==> src/rtl/flipper_pkg.sv <==
// Shared types, speed width and saturating speed helpers for the flipper input sequencer.
package flipper_pkg;

   localparam int FLIPPER_SPEED_W = 32;

   typedef logic signed [FLIPPER_SPEED_W-1:0] speed_t;

   typedef enum logic [1:0] {
      IDLE       = 2'd0,
      RAMP_LEFT  = 2'd1,
      RAMP_RIGHT = 2'd2,
      BRAKE      = 2'd3
   } flipper_state_t;

   typedef enum logic [1:0] {
      NONE  = 2'd0,
      LEFT  = 2'd1,
      RIGHT = 2'd2
   } flipper_owner_t;

   // Limits are checked before the add so the 32-bit result can never wrap.
   function automatic speed_t ramp_up(input speed_t s, input speed_t step, input speed_t lim);
      speed_t r;
      if (s > lim - step) r = lim;
      else                r = s + step;
      return r;
   endfunction

   function automatic speed_t ramp_down(input speed_t s, input speed_t step, input speed_t lim);
      speed_t r;
      if (s < step - lim) r = -lim;
      else                r = s - step;
      return r;
   endfunction

   function automatic speed_t toward_zero(input speed_t s, input speed_t step);
      speed_t r;
      if (s > step)       r = s - step;
      else if (s < -step) r = s + step;
      else                r = 32'sd0;
      return r;
   endfunction

   function automatic flipper_state_t owner_to_state(input flipper_owner_t o);
      flipper_state_t r;
      case (o)
         LEFT:    r = RAMP_LEFT;
         RIGHT:   r = RAMP_RIGHT;
         default: r = IDLE;
      endcase
      return r;
   endfunction

endpackage

==> src/rtl/frame_key_debouncer.sv <==
// One key: frame-strobed shift history, debounced level and rise/fall flags.
// Rise/fall stay valid from the frame edge that set them until the next frame edge.
module frame_key_debouncer
   import flipper_pkg::*;
#(
   parameter int DEPTH = 2
) (
   input  logic clk,
   input  logic resetN,
   input  logic i_frame,
   input  logic i_key,
   output logic o_level,
   output logic o_rise,
   output logic o_fall
);

   logic [DEPTH-1:0] r_hist;
   logic [DEPTH-1:0] w_hist_next;
   logic             r_level;
   logic             r_rise;
   logic             r_fall;

   assign w_hist_next = (r_hist << 1) | DEPTH'(i_key);

   // History shift and level acceptance happen only on frame edges.
   always_ff @(posedge clk or negedge resetN) begin
      if (!resetN) begin
         r_hist  <= '0;
         r_level <= 1'b0;
         r_rise  <= 1'b0;
         r_fall  <= 1'b0;
      end else if (i_frame) begin
         r_hist <= w_hist_next;
         if (&w_hist_next) begin
            r_level <= 1'b1;
            r_rise  <= ~r_level;
            r_fall  <= 1'b0;
         end else if (~|w_hist_next) begin
            r_level <= 1'b0;
            r_rise  <= 1'b0;
            r_fall  <= r_level;
         end else begin
            r_rise  <= 1'b0;
            r_fall  <= 1'b0;
         end
      end else begin
         r_hist  <= r_hist;
      end
   end

   assign o_level = r_level;
   assign o_rise  = r_rise;
   assign o_fall  = r_fall;

endmodule

==> src/rtl/flipper_input_sequencer.sv <==
// Frame-locked key arbitration, direction FSM and ramped speedX command.
// Optional FLIPPER_BRAKE_EN: gradual BRAKE_STEP deceleration instead of an instant stop.
module flipper_input_sequencer
   import flipper_pkg::*;
#(
   parameter int DEBOUNCE_FRAMES = 2,
   parameter int SPEED_STEP      = 32,
   parameter int SPEED_MAX       = 128,
   parameter int BRAKE_STEP      = 64
) (
   input  logic                              clk,
   input  logic                              resetN,
   input  logic                              startOfFrame,
   input  logic                              key4IsPressed,
   input  logic                              key6IsPressed,
   input  logic                              pause,
   output logic signed [FLIPPER_SPEED_W-1:0] speedX,
   output logic                              moving,
   output logic                              dirLeft,
   output logic                              dirRight,
   output logic                              stepValid
);

   logic           w_frame;
   logic           w_lvl_l, w_rise_l, w_fall_l;
   logic           w_lvl_r, w_rise_r, w_fall_r;
   flipper_owner_t r_owner, w_owner_next;
   flipper_state_t r_state, w_state_next, w_rel_state;
   speed_t         r_speed, w_speed_next, w_rel_speed;
   logic           r_moving, r_dir_left, r_dir_right, r_step_valid;

   assign w_frame = startOfFrame & ~pause;

   frame_key_debouncer #(.DEPTH(DEBOUNCE_FRAMES)) u_db_left (
      .clk(clk), .resetN(resetN), .i_frame(w_frame), .i_key(key4IsPressed),
      .o_level(w_lvl_l), .o_rise(w_rise_l), .o_fall(w_fall_l)
   );

   frame_key_debouncer #(.DEPTH(DEBOUNCE_FRAMES)) u_db_right (
      .clk(clk), .resetN(resetN), .i_frame(w_frame), .i_key(key6IsPressed),
      .o_level(w_lvl_r), .o_rise(w_rise_r), .o_fall(w_fall_r)
   );

   // Last-pressed wins; a lone held key is adopted when nobody owns (after a tied press).
   always_comb begin
      w_owner_next = r_owner;
      if (w_rise_l && !w_rise_r)              w_owner_next = LEFT;
      else if (w_rise_r && !w_rise_l)         w_owner_next = RIGHT;
      else if (r_owner == LEFT && w_fall_l)   w_owner_next = w_lvl_r ? RIGHT : NONE;
      else if (r_owner == RIGHT && w_fall_r)  w_owner_next = w_lvl_l ? LEFT : NONE;
      else if (r_owner == NONE && (w_lvl_l ^ w_lvl_r))
                                              w_owner_next = w_lvl_l ? LEFT : RIGHT;
      else                                    w_owner_next = r_owner;
   end

   // Response to a release or reversal, shared by both ramp states and BRAKE.
`ifdef FLIPPER_BRAKE_EN
   always_comb begin
      w_rel_speed = toward_zero(r_speed, BRAKE_STEP);
      if (w_rel_speed == 32'sd0) w_rel_state = owner_to_state(w_owner_next);
      else                       w_rel_state = BRAKE;
   end
`else
   always_comb begin
      w_rel_speed = 32'sd0;
      w_rel_state = owner_to_state(w_owner_next);
   end
`endif

   // Next-state and speed decision for the coming frame edge.
   always_comb begin
      w_state_next = r_state;
      w_speed_next = r_speed;
      case (r_state)
         IDLE: begin
            if (w_owner_next == LEFT) begin
               w_state_next = RAMP_LEFT;
               w_speed_next = ramp_down(r_speed, SPEED_STEP, SPEED_MAX);
            end else if (w_owner_next == RIGHT) begin
               w_state_next = RAMP_RIGHT;
               w_speed_next = ramp_up(r_speed, SPEED_STEP, SPEED_MAX);
            end else begin
               w_state_next = IDLE;
               w_speed_next = 32'sd0;
            end
         end
         RAMP_LEFT: begin
            if (w_owner_next == LEFT) begin
               w_state_next = RAMP_LEFT;
               w_speed_next = ramp_down(r_speed, SPEED_STEP, SPEED_MAX);
            end else begin
               w_state_next = w_rel_state;
               w_speed_next = w_rel_speed;
            end
         end
         RAMP_RIGHT: begin
            if (w_owner_next == RIGHT) begin
               w_state_next = RAMP_RIGHT;
               w_speed_next = ramp_up(r_speed, SPEED_STEP, SPEED_MAX);
            end else begin
               w_state_next = w_rel_state;
               w_speed_next = w_rel_speed;
            end
         end
`ifdef FLIPPER_BRAKE_EN
         BRAKE: begin
            w_state_next = w_rel_state;
            w_speed_next = w_rel_speed;
         end
`endif
         default: begin
            w_state_next = IDLE;
            w_speed_next = 32'sd0;
         end
      endcase
   end

   // All sequencing state and outputs advance together on frame edges only.
   always_ff @(posedge clk or negedge resetN) begin
      if (!resetN) begin
         r_state      <= IDLE;
         r_owner      <= NONE;
         r_speed      <= 32'sd0;
         r_moving     <= 1'b0;
         r_dir_left   <= 1'b0;
         r_dir_right  <= 1'b0;
         r_step_valid <= 1'b0;
      end else if (w_frame) begin
         r_state      <= w_state_next;
         r_owner      <= w_owner_next;
         r_speed      <= w_speed_next;
         r_moving     <= (w_speed_next != 32'sd0);
         r_dir_left   <= (w_state_next == RAMP_LEFT);
         r_dir_right  <= (w_state_next == RAMP_RIGHT);
         r_step_valid <= 1'b1;
      end else begin
         r_step_valid <= 1'b0;
      end
   end

   assign speedX    = r_speed;
   assign moving    = r_moving;
   assign dirLeft   = r_dir_left;
   assign dirRight  = r_dir_right;
   assign stepValid = r_step_valid;

endmodule

==> config.mk <==
export PLATFORM = sky130hd
export DESIGN_NAME = flipper_input_sequencer
export DESIGN_NICKNAME = d
export VERILOG_FILES = /design/src/rtl/flipper_pkg.sv /design/src/rtl/frame_key_debouncer.sv /design/src/rtl/flipper_input_sequencer.sv
export SDC_FILE = /design/constraint.sdc
export NUM_CORES = 1
export LEC_CHECK = 0
export BUFFER_PORTS_ARGS = -buffer_cell sky130_fd_sc_hd__buf_4
export CORE_ASPECT_RATIO = 2
export CORE_MARGIN = 4
export CORE_UTILIZATION = 60
export CTS_BUF_LIST = sky130_fd_sc_hd__clkbuf_4 sky130_fd_sc_hd__clkbuf_8 sky130_fd_sc_hd__clkbuf_16
export DETAILED_ROUTE_END_ITERATION = 16
export PLACE_DENSITY = 0.81
export SLEW_MARGIN = 20
export SYNTH_ARGS = -nofsm -noshare
export SYNTH_HDL_FRONTEND = slang
export SYNTH_SLANG_ARGS = --single-unit
export TNS_END_PERCENT = 5
==> constraint.sdc <==
create_clock -name clk -period 6.4 [get_ports clk]
set_clock_uncertainty 0.05 [all_clocks]
set_input_delay 0 -clock clk [delete_from_list [all_inputs] [get_ports clk]]
set_output_delay 0 -clock clk [all_outputs]
set_load 0.03 [all_outputs]
==> results of run 1 <==
==> placed cells by master, fill, tap and decap left out, drive strengths merged, types with 4 or more instances in the layout <==
cell type / synthesis / final
and4: 4 / 4
or3: 4 / 4
mux2: 4 / 4
a21o: 4 / 4
nor4: 17 / 17
nor2: 39 / 39
inv: 20 / 20
and3: 11 / 11
a21oi: 35 / 35
ha: 6 / 6
o31ai: 4 / 4
nor3: 22 / 22
nor2b: 6 / 6
a31oi: 13 / 13
xnor2: 21 / 21
o21ai: 39 / 39
buf: 18 / 46
xor2: 9 / 9
or4: 9 / 9
nand2: 49 / 49
nand3: 12 / 12
nand4: 8 / 8
clkbuf: 19 / 6
dfrtp: 48 / 48
==> metrics by stage <==
| step | util (%) | total power (µW) |
|---|---|---|
| finish | 70.5 | 2140 |
| CTS | 70.5 | 2110 |
| global placement | 67.3 | 1780 |
| global route | 70.5 | 2270 |
| detailed placement | 67.3 | 1800 |
| floorplan | - | 1450 |
==> kinds of logic after synthesis <==
logic type / count (synthesis)
AOI/OAI and AO/OA: 131
xor gates and xnor gates: 30
adders and majority gates: 6
buffers and inverters: 57
DFF: 48
muxes: 7
and+or+nand+nor: 197
==> how the worst max path moves through the flow <==
| stage | slack [ps] | start | end |
|---|---|---|---|
| 2_1_floorplan | 3300 | speedX[5] | moving |
| 3_3_place_gp | 2950 | speedX[13] | moving |
| 3_5_place_dp | 2890 | speedX[13] | moving |
| 4_1_cts | 2900 | speedX[13] | moving |
| 5_1_grt | 2600 | speedX[13] | moving |
| 6_report | 2770 | speedX[12] | moving |
==> worst max-delay path: stages, from the launching register on <==
cell and delay, ps:
sky130_fd_sc_hd__dfrtp_1 620, sky130_fd_sc_hd__and4_1 330, sky130_fd_sc_hd__nand4_1 320, sky130_fd_sc_hd__o41ai_4 700, sky130_fd_sc_hd__buf_4 310, sky130_fd_sc_hd__a21oi_1 80, sky130_fd_sc_hd__a21oi_1 160, sky130_fd_sc_hd__or4b_1 450
sky130_fd_sc_hd__nor4_1 330, sky130_fd_sc_hd__a31oi_1 130
==> layout make-up <==
| cell class | instances | area (µm²) | share of cell area, % |
|---|---|---|---|
| repair buffers | 49 | 375 | 8.79 |
| inverters | 20 | 75.1 | 1.76 |
| clock inverters | 2 | 35.0 | 0.820 |
| well taps | 84 | 105 | 2.46 |
| flip-flops and latches | 48 | 1200 | 28.1 |
| clock buffers | 6 | 133 | 3.11 |
| multi-input cells | 371 | 2350 | 54.9 |
==> metal layers <==
| layer | wire (µm) | global-route usage, % | vias to the layer above |
|---|---|---|---|
| li1 | - | - | 1768 |
| met1 | 4000 | 32.0 | 1823 |
| met2 | 6000 | 54.1 | 185 |
| met3 | 647 | 5.06 | 72 |
| met4 | 860 | 24.5 | 0 |
| met5 | 0 | 0 | - |
==> power breakdown <==
group          internal (µW)  switching (µW)
sequential               386             223
clock                    188             119
combinational            475             745
total                   1050            1090
==> impl_metrics.prom, run 1 <==
# TYPE chip_impl_metric gauge
chip_impl_info{name="outcome",value="finished clean"} 1
chip_impl_metric{name="clk_buf_depth",unit=""} 2
chip_impl_metric{name="basic_gate_share_of_the_synthesized_area_counting_and_or_nand_and_nor_cells",unit="%"} 28.2
chip_impl_info{name="hp-class",value="in -> reg"} 1
chip_impl_metric{name="grt_max_degree",unit=""} 50
chip_impl_metric{name="tritoncts.num_buffers",unit=""} 5
chip_impl_metric{name="synthXorXnorAreaFrac",unit="%"} 6.97
chip_impl_info{name="destination_of_the_worst_hold_path",value="stepValid"} 1
chip_impl_info{name="regToRegEndpoint",value="moving"} 1
chip_impl_metric{name="synth_top_area_share",unit="%"} 31.9
chip_impl_metric{name="finalHoldWorstSlack",unit="ps"} 35.6
chip_impl_info{name="synth_common_cells",value="sky130_fd_sc_hd__dfrtp_1 (48), sky130_fd_sc_hd__nand2_1 (48), sky130_fd_sc_hd__o21ai_0 (39)"} 1
chip_impl_metric{name="fin_setup_tns",unit="ps"} 0
chip_impl_metric{name="post_layout_nonfiller_instances",unit=""} 580
chip_impl_metric{name="cts_max_level",unit=""} 2
chip_impl_metric{name="fillerInstances",unit=""} 513
chip_impl_metric{name="synth_adder_area_share",unit="%"} 1.99
chip_impl_info{name="clock_tree_from_tritoncts",value="yes"} 1
chip_impl_info{name="synth_top_family_by_area",value="simple AND/OR/NAND/NOR gates"} 1
chip_impl_metric{name="multiplexer_share_of_the_synthesized_area",unit="%"} 1.99
chip_impl_metric{name="vias_per_cell",unit=""} 6.63
chip_impl_metric{name="post_synth_num_cell_types",unit=""} 70
chip_impl_metric{name="cts.sink_count",unit=""} 48
chip_impl_metric{name="wire_length_of_the_first_global_routing_pass",unit="mm"} 18.7
chip_impl_metric{name="finalMaxSlewViolations",unit=""} 0
chip_impl_metric{name="drt_pre_antenna_iters",unit=""} 5
chip_impl_metric{name="part_of_the_cycle_the_worst_path_needs",unit="%"} 56.6
chip_impl_metric{name="fp-row-count",unit=""} 40
chip_impl_info{name="ys.flop_type",value="sky130_fd_sc_hd__dfrtp_1"} 1
chip_impl_metric{name="dr_total_vias",unit=""} 3848
chip_impl_metric{name="detail-route-antenna-nets",unit=""} 0
chip_impl_info{name="hold_path.startpoint",value="pause"} 1
chip_impl_metric{name="die_area",unit="mm²"} 0.00769
chip_impl_metric{name="worst_hold_path.num_cells",unit=""} 3
chip_impl_metric{name="synth-compound-area-share",unit="%"} 22.5
chip_impl_metric{name="initial_antenna_violation_count",unit=""} 0
chip_impl_metric{name="period_minus_slack",unit="ps"} 3630
chip_impl_metric{name="worstPathArrival",unit="ps"} 3740
chip_impl_metric{name="grt.total_usage",unit="%"} 31.1
chip_impl_metric{name="ys_async_rst_share",unit="%"} 100
chip_impl_metric{name="clk-insertion-delay-late",unit="ps"} 300
chip_impl_metric{name="placedCellCount",unit=""} 569
chip_impl_metric{name="start_util",unit="%"} 62.3
chip_impl_metric{name="worstMarginPinSlew",unit="ps"} 729
chip_impl_metric{name="leakage",unit="µW"} 0.00179
chip_impl_metric{name="cp_max_fo",unit=""} 14
chip_impl_metric{name="diodes",unit=""} 0
chip_impl_metric{name="placed_area",unit="mm²"} 0.00407
chip_impl_info{name="timing.critical_path.to_type",value="register"} 1
chip_impl_info{name="rsz0062_at_grt",value="false"} 1
chip_impl_metric{name="powerDensity",unit="mW/mm²"} 500
chip_impl_metric{name="portion_of_the_post_synthesis_area_used_by_sequential_elements",unit="%"} 31.9
chip_impl_metric{name="placement.io_buffers",unit=""} 41
chip_impl_metric{name="post_synth_inst_count",unit=""} 476
chip_impl_metric{name="maxClockFrequency",unit="MHz"} 276
chip_impl_metric{name="ys_warn_count",unit=""} 0
chip_impl_metric{name="die_height",unit="µm"} 120
chip_impl_metric{name="synth_edf_count",unit=""} 0
chip_impl_metric{name="core_area",unit="mm²"} 0.00606
chip_impl_metric{name="synth_nets",unit=""} 488
chip_impl_metric{name="drc_violations_left",unit=""} 0
chip_impl_info{name="synth_top_area_cell",value="sky130_fd_sc_hd__dfrtp_1"} 1
chip_impl_info{name="synthTopCellsByArea",value="sky130_fd_sc_hd__dfrtp_1 (32%), sky130_fd_sc_hd__o21ai_0 (5.2%), sky130_fd_sc_hd__xnor2_1 (4.9%), sky130_fd_sc_hd__nand2_1 (4.8%), sky130_fd_sc_hd__a21oi_1 (4.6%)"} 1
chip_impl_info{name="cts_root_buffer",value="sky130_fd_sc_hd__clkbuf_16"} 1
chip_impl_metric{name="ys_ff_latch",unit=""} 48
chip_impl_metric{name="drive_above_1_share",unit="%"} 14.9
chip_impl_metric{name="ctsResizeCount",unit=""} 0
chip_impl_metric{name="final_hold_viol_count",unit=""} 0
chip_impl_metric{name="drt_first_iter_violations",unit=""} 312
chip_impl_metric{name="timing.max_cap.violations",unit=""} 0
chip_impl_metric{name="postSynthAreaPerCell",unit="µm²"} 7.92
chip_impl_metric{name="finish.instance_area",unit="mm²"} 0.00427
chip_impl_metric{name="global_route.overflow_total",unit=""} 0
chip_impl_metric{name="dpl_worst_slack",unit="ps"} 2890
chip_impl_metric{name="setup_slack",unit="ps"} 2770
chip_impl_metric{name="ioPinCount",unit=""} 42
chip_impl_metric{name="dp_hpwl",unit="mm"} 8.30
chip_impl_metric{name="first_global_vias",unit=""} 3875
chip_impl_metric{name="vdd.ir_drop.worst",unit="mV"} 0.263
chip_impl_metric{name="die-width",unit="µm"} 64.1
chip_impl_info{name="critical_path_class",value="reg -> reg"} 1
chip_impl_metric{name="num-nets-final",unit=""} 507
chip_impl_info{name="crit-reg2reg-launch",value="speedX[12]"} 1
chip_impl_metric{name="totalWireLength",unit="mm"} 11.5
chip_impl_metric{name="relSlewSlack",unit="%"} 51.2
chip_impl_metric{name="clock_edge_transition_at_the_registers_on_the_reported_setup_and_hold_paths",unit="ps"} 70
chip_impl_metric{name="postCtsSetupBuffers",unit=""} 0
chip_impl_metric{name="worst-r2r-setup-slack",unit="ps"} 2770
chip_impl_metric{name="areaGrowthSynthToFinish",unit="%"} 13.2
chip_impl_metric{name="ff2ff_path_depth",unit=""} 9
chip_impl_metric{name="final-setup-viol-count",unit=""} 0
chip_impl_metric{name="cts_hold_buf",unit=""} 3
chip_impl_metric{name="largest_reg_flops",unit=""} 32
chip_impl_metric{name="gpl.final_weighted_congestion",unit=""} 1.05
chip_impl_metric{name="synthesis.area",unit="mm²"} 0.00377
chip_impl_metric{name="cp.required",unit="ps"} 6510
chip_impl_info{name="critPathLaunchType",value="register"} 1
chip_impl_metric{name="wire_per_inst",unit="µm"} 19.8
Note: power is estimated with default switching activity, not from simulation.
==> run 2, diff against run 1 <==
- CORE_UTILIZATION: 60 -> 54
- PLACE_DENSITY: 0.81 -> 0.77
- clock period: 6.4 -> 3.1 ns (I/O delays scaled with it)
==> run 2 against run 1 <==
Utilization decreased by 1.0 points. Final cell count rose by 9.3%. Worst setup slack lost 2700 ps. Clock power grew 120%. Global-route usage up 2.6 points. Power up 130%. Fmax increased by 21%. Combinational power rose to 2.7 times the previous value. Count of clock-buffer cells in the layout fell by 1. Flip-flop and latch count unchanged.
==> impl_metrics.prom, run 2 (same netlist as run 1, synthesis figures left out) <==
# TYPE chip_impl_metric gauge
chip_impl_metric{name="ioPinCount",unit=""} 42
chip_impl_metric{name="clk_buf_depth",unit=""} 2
chip_impl_metric{name="drc_violations_left",unit=""} 0
chip_impl_info{name="timing.critical_path.cells",value="or4_1 -> o311ai_2 -> a41oi_2 -> or3_4 -> o211a_1 -> nor2_2 -> and3b_1 -> a31oi_1"} 1
chip_impl_metric{name="tritoncts.num_buffers",unit=""} 5
chip_impl_metric{name="placed_area",unit="mm²"} 0.00446
chip_impl_metric{name="post_route_utilization",unit="%"} 69.5
chip_impl_info{name="slowest_stage",value="sky130_fd_sc_hd__or4_1"} 1
chip_impl_metric{name="postCtsSetupBuffers",unit=""} 0
chip_impl_metric{name="wire_per_inst",unit="µm"} 20.9
chip_impl_metric{name="post_layout_nonfiller_instances",unit=""} 634
chip_impl_metric{name="totalWireLength",unit="mm"} 13.3
chip_impl_metric{name="num-nets-final",unit=""} 557
chip_impl_metric{name="finalMaxSlewViolations",unit=""} 0
chip_impl_metric{name="global_route.overflow_total",unit=""} 0
chip_impl_metric{name="part_of_the_cycle_the_worst_path_needs",unit="%"} 96.3
chip_impl_metric{name="worst-r2r-setup-slack",unit="ps"} 110
chip_impl_metric{name="fp-row-count",unit=""} 42
chip_impl_metric{name="timing.max_cap.violations",unit=""} 0
chip_impl_info{name="crit-reg2reg-launch",value="speedX[1]"} 1
chip_impl_metric{name="period_minus_slack",unit="ps"} 2990
chip_impl_metric{name="start_util",unit="%"} 56.1
chip_impl_metric{name="cts_max_level",unit=""} 2
chip_impl_metric{name="cp_max_fo",unit=""} 15
chip_impl_metric{name="cp.required",unit="ps"} 3270
chip_impl_metric{name="ff2ff_path_depth",unit=""} 8
chip_impl_metric{name="powerDensity",unit="mW/mm²"} 1060
chip_impl_metric{name="leakage",unit="µW"} 0.00204
chip_impl_metric{name="initial_antenna_violation_count",unit=""} 0
chip_impl_metric{name="clk-insertion-delay-late",unit="ps"} 300
chip_impl_metric{name="largest_reg_flops",unit=""} 32
chip_impl_metric{name="grt_max_degree",unit=""} 50
chip_impl_metric{name="areaGrowthSynthToFinish",unit="%"} 24.0
chip_impl_info{name="clock_tree_from_tritoncts",value="yes"} 1
chip_impl_info{name="outcome",value="finished clean"} 1
chip_impl_metric{name="gpl.final_weighted_congestion",unit=""} 0.981
chip_impl_metric{name="final_hold_viol_count",unit=""} 0
chip_impl_info{name="regToRegEndpoint",value="moving"} 1
chip_impl_metric{name="max_stage_delay",unit="ps"} 590
chip_impl_metric{name="vias_per_cell",unit=""} 6.47
chip_impl_metric{name="die_height",unit="µm"} 126
chip_impl_metric{name="drive_above_1_share",unit="%"} 22.9
chip_impl_metric{name="maxClockFrequency",unit="MHz"} 335
chip_impl_metric{name="diodes",unit=""} 0
chip_impl_info{name="layout.cells.most_common",value="sky130_fd_sc_hd__buf_4"} 1
chip_impl_metric{name="finish.instance_area",unit="mm²"} 0.00467
chip_impl_metric{name="placement.io_buffers",unit=""} 41
chip_impl_info{name="critPathLaunchType",value="register"} 1
chip_impl_metric{name="wire_length_of_the_first_global_routing_pass",unit="mm"} 21.5
chip_impl_metric{name="vdd.ir_drop.worst",unit="mV"} 0.578
chip_impl_metric{name="dp_hpwl",unit="mm"} 9.98
chip_impl_metric{name="drt_pre_antenna_iters",unit=""} 5
chip_impl_metric{name="core_area",unit="mm²"} 0.00673
chip_impl_metric{name="fillerInstances",unit=""} 593
chip_impl_metric{name="worstMarginPinSlew",unit="ps"} 651
chip_impl_metric{name="placedCellCount",unit=""} 623
chip_impl_metric{name="cts.sink_count",unit=""} 48
chip_impl_metric{name="final-setup-viol-count",unit=""} 0
chip_impl_metric{name="relSlewSlack",unit="%"} 56.6
chip_impl_info{name="timing.critical_path.to_type",value="register"} 1
chip_impl_metric{name="worstPathArrival",unit="ps"} 3160
chip_impl_metric{name="die_area",unit="mm²"} 0.00847
chip_impl_metric{name="first_global_vias",unit=""} 4086
chip_impl_metric{name="die-width",unit="µm"} 67.1
chip_impl_info{name="hp-class",value="in -> async"} 1
chip_impl_info{name="cts_root_buffer",value="sky130_fd_sc_hd__clkbuf_16"} 1
chip_impl_metric{name="dr_total_vias",unit=""} 4100
chip_impl_info{name="most-common-layout-cells",value="sky130_fd_sc_hd__buf_4 (96), sky130_fd_sc_hd__nand2_1 (48), sky130_fd_sc_hd__dfrtp_1 (47), sky130_fd_sc_hd__o21ai_0 (39), sky130_fd_sc_hd__nor2_1 (38)"} 1
chip_impl_metric{name="grt.total_usage",unit="%"} 33.7
chip_impl_metric{name="clock_edge_transition_at_the_registers_on_the_reported_setup_and_hold_paths",unit="ps"} 80
chip_impl_metric{name="drt_first_iter_violations",unit=""} 326
chip_impl_info{name="critical_path_class",value="reg -> reg"} 1
chip_impl_metric{name="report.power.total",unit="µW"} 4960
chip_impl_metric{name="detail-route-antenna-nets",unit=""} 0
## run 2: changes by cell type in the layout (fill, tap and decap cells not counted)
cell                       previous run  this run
sky130_fd_sc_hd__nor3b_4              0         1
sky130_fd_sc_hd__inv_6                0         1
sky130_fd_sc_hd__inv_8                0         1
sky130_fd_sc_hd__nor4_2               2         1
sky130_fd_sc_hd__dfrtp_2              0         1
sky130_fd_sc_hd__nor4_4               1         2
sky130_fd_sc_hd__clkinv_2             1         0
sky130_fd_sc_hd__clkbuf_4             1         0
sky130_fd_sc_hd__buf_4               46        96
sky130_fd_sc_hd__dfrtp_1             48        47
sky130_fd_sc_hd__nor3b_2              1         0
## run 2: area by class of cell
| cell class | count | area [µm²] | area share (%) |
|---|---|---|---|
| Sequential cell | 48 | 1200 | 25.7 |
| Multi-Input combinational cell | 371 | 2360 | 50.5 |
| Clock inverter | 3 | 50.0 | 1.07 |
| Inverter | 20 | 75.1 | 1.61 |
| Clock buffer | 5 | 125 | 2.68 |
| Timing Repair Buffer | 99 | 751 | 16.1 |
| Tap cell | 88 | 110 | 2.36 |
## run 2: stage by stage
| step | hold slack [ps] | setup TNS, ps | worst slack [ps] |
|---|---|---|---|
| global placement | 5.97 | 0 | 221 |
| detailed placement | 20.6 | 0 | 149 |
| global route | 271 | -1.81 | -1.81 |
| CTS | 216 | 0 | 142 |
| floorplan | -346 | 0 | 51.0 |
| finish | 202 | 0 | 113 |
## run 2: worst max path at each step
stage          startpoint      to  slack [ps]  cells after the start
2_1_floorplan   speedX[5]  moving          50                     11
3_3_place_gp    speedX[1]  moving         220                      8
3_5_place_dp    speedX[1]  moving         150                      8
5_1_grt        speedX[12]  moving          -2                      8
4_1_cts         speedX[1]  moving         140                      8
6_report        speedX[1]  moving         110                      8
## run 2: critical path, delay by kind of cell, from the launching register on
kind | cells | cell delay (ps)
and+or+nand+nor | 4 | 1420
AOI/OAI and AO/OA | 4 | 1060
DFF | 1 | 390
## run 2: metal layers
layer	track usage [%]	wire, µm
met2	56.7	6790
met4	20.5	881
met5	0	0
met3	5.35	801
met1	38.4	4780
## run 2: power by group
group / internal, µW / switching (µW)
logic: 1300 / 1960
clock network: 390 / 277
registers: 803 / 233
total: 2500 / 2470
## run 2: timing repair
item	4_1_cts	5_1_grt
endpoints found under the setup margin	0	1
hold buffers	3	0
hold endpoints to repair	50	0
resized for setup	0	2
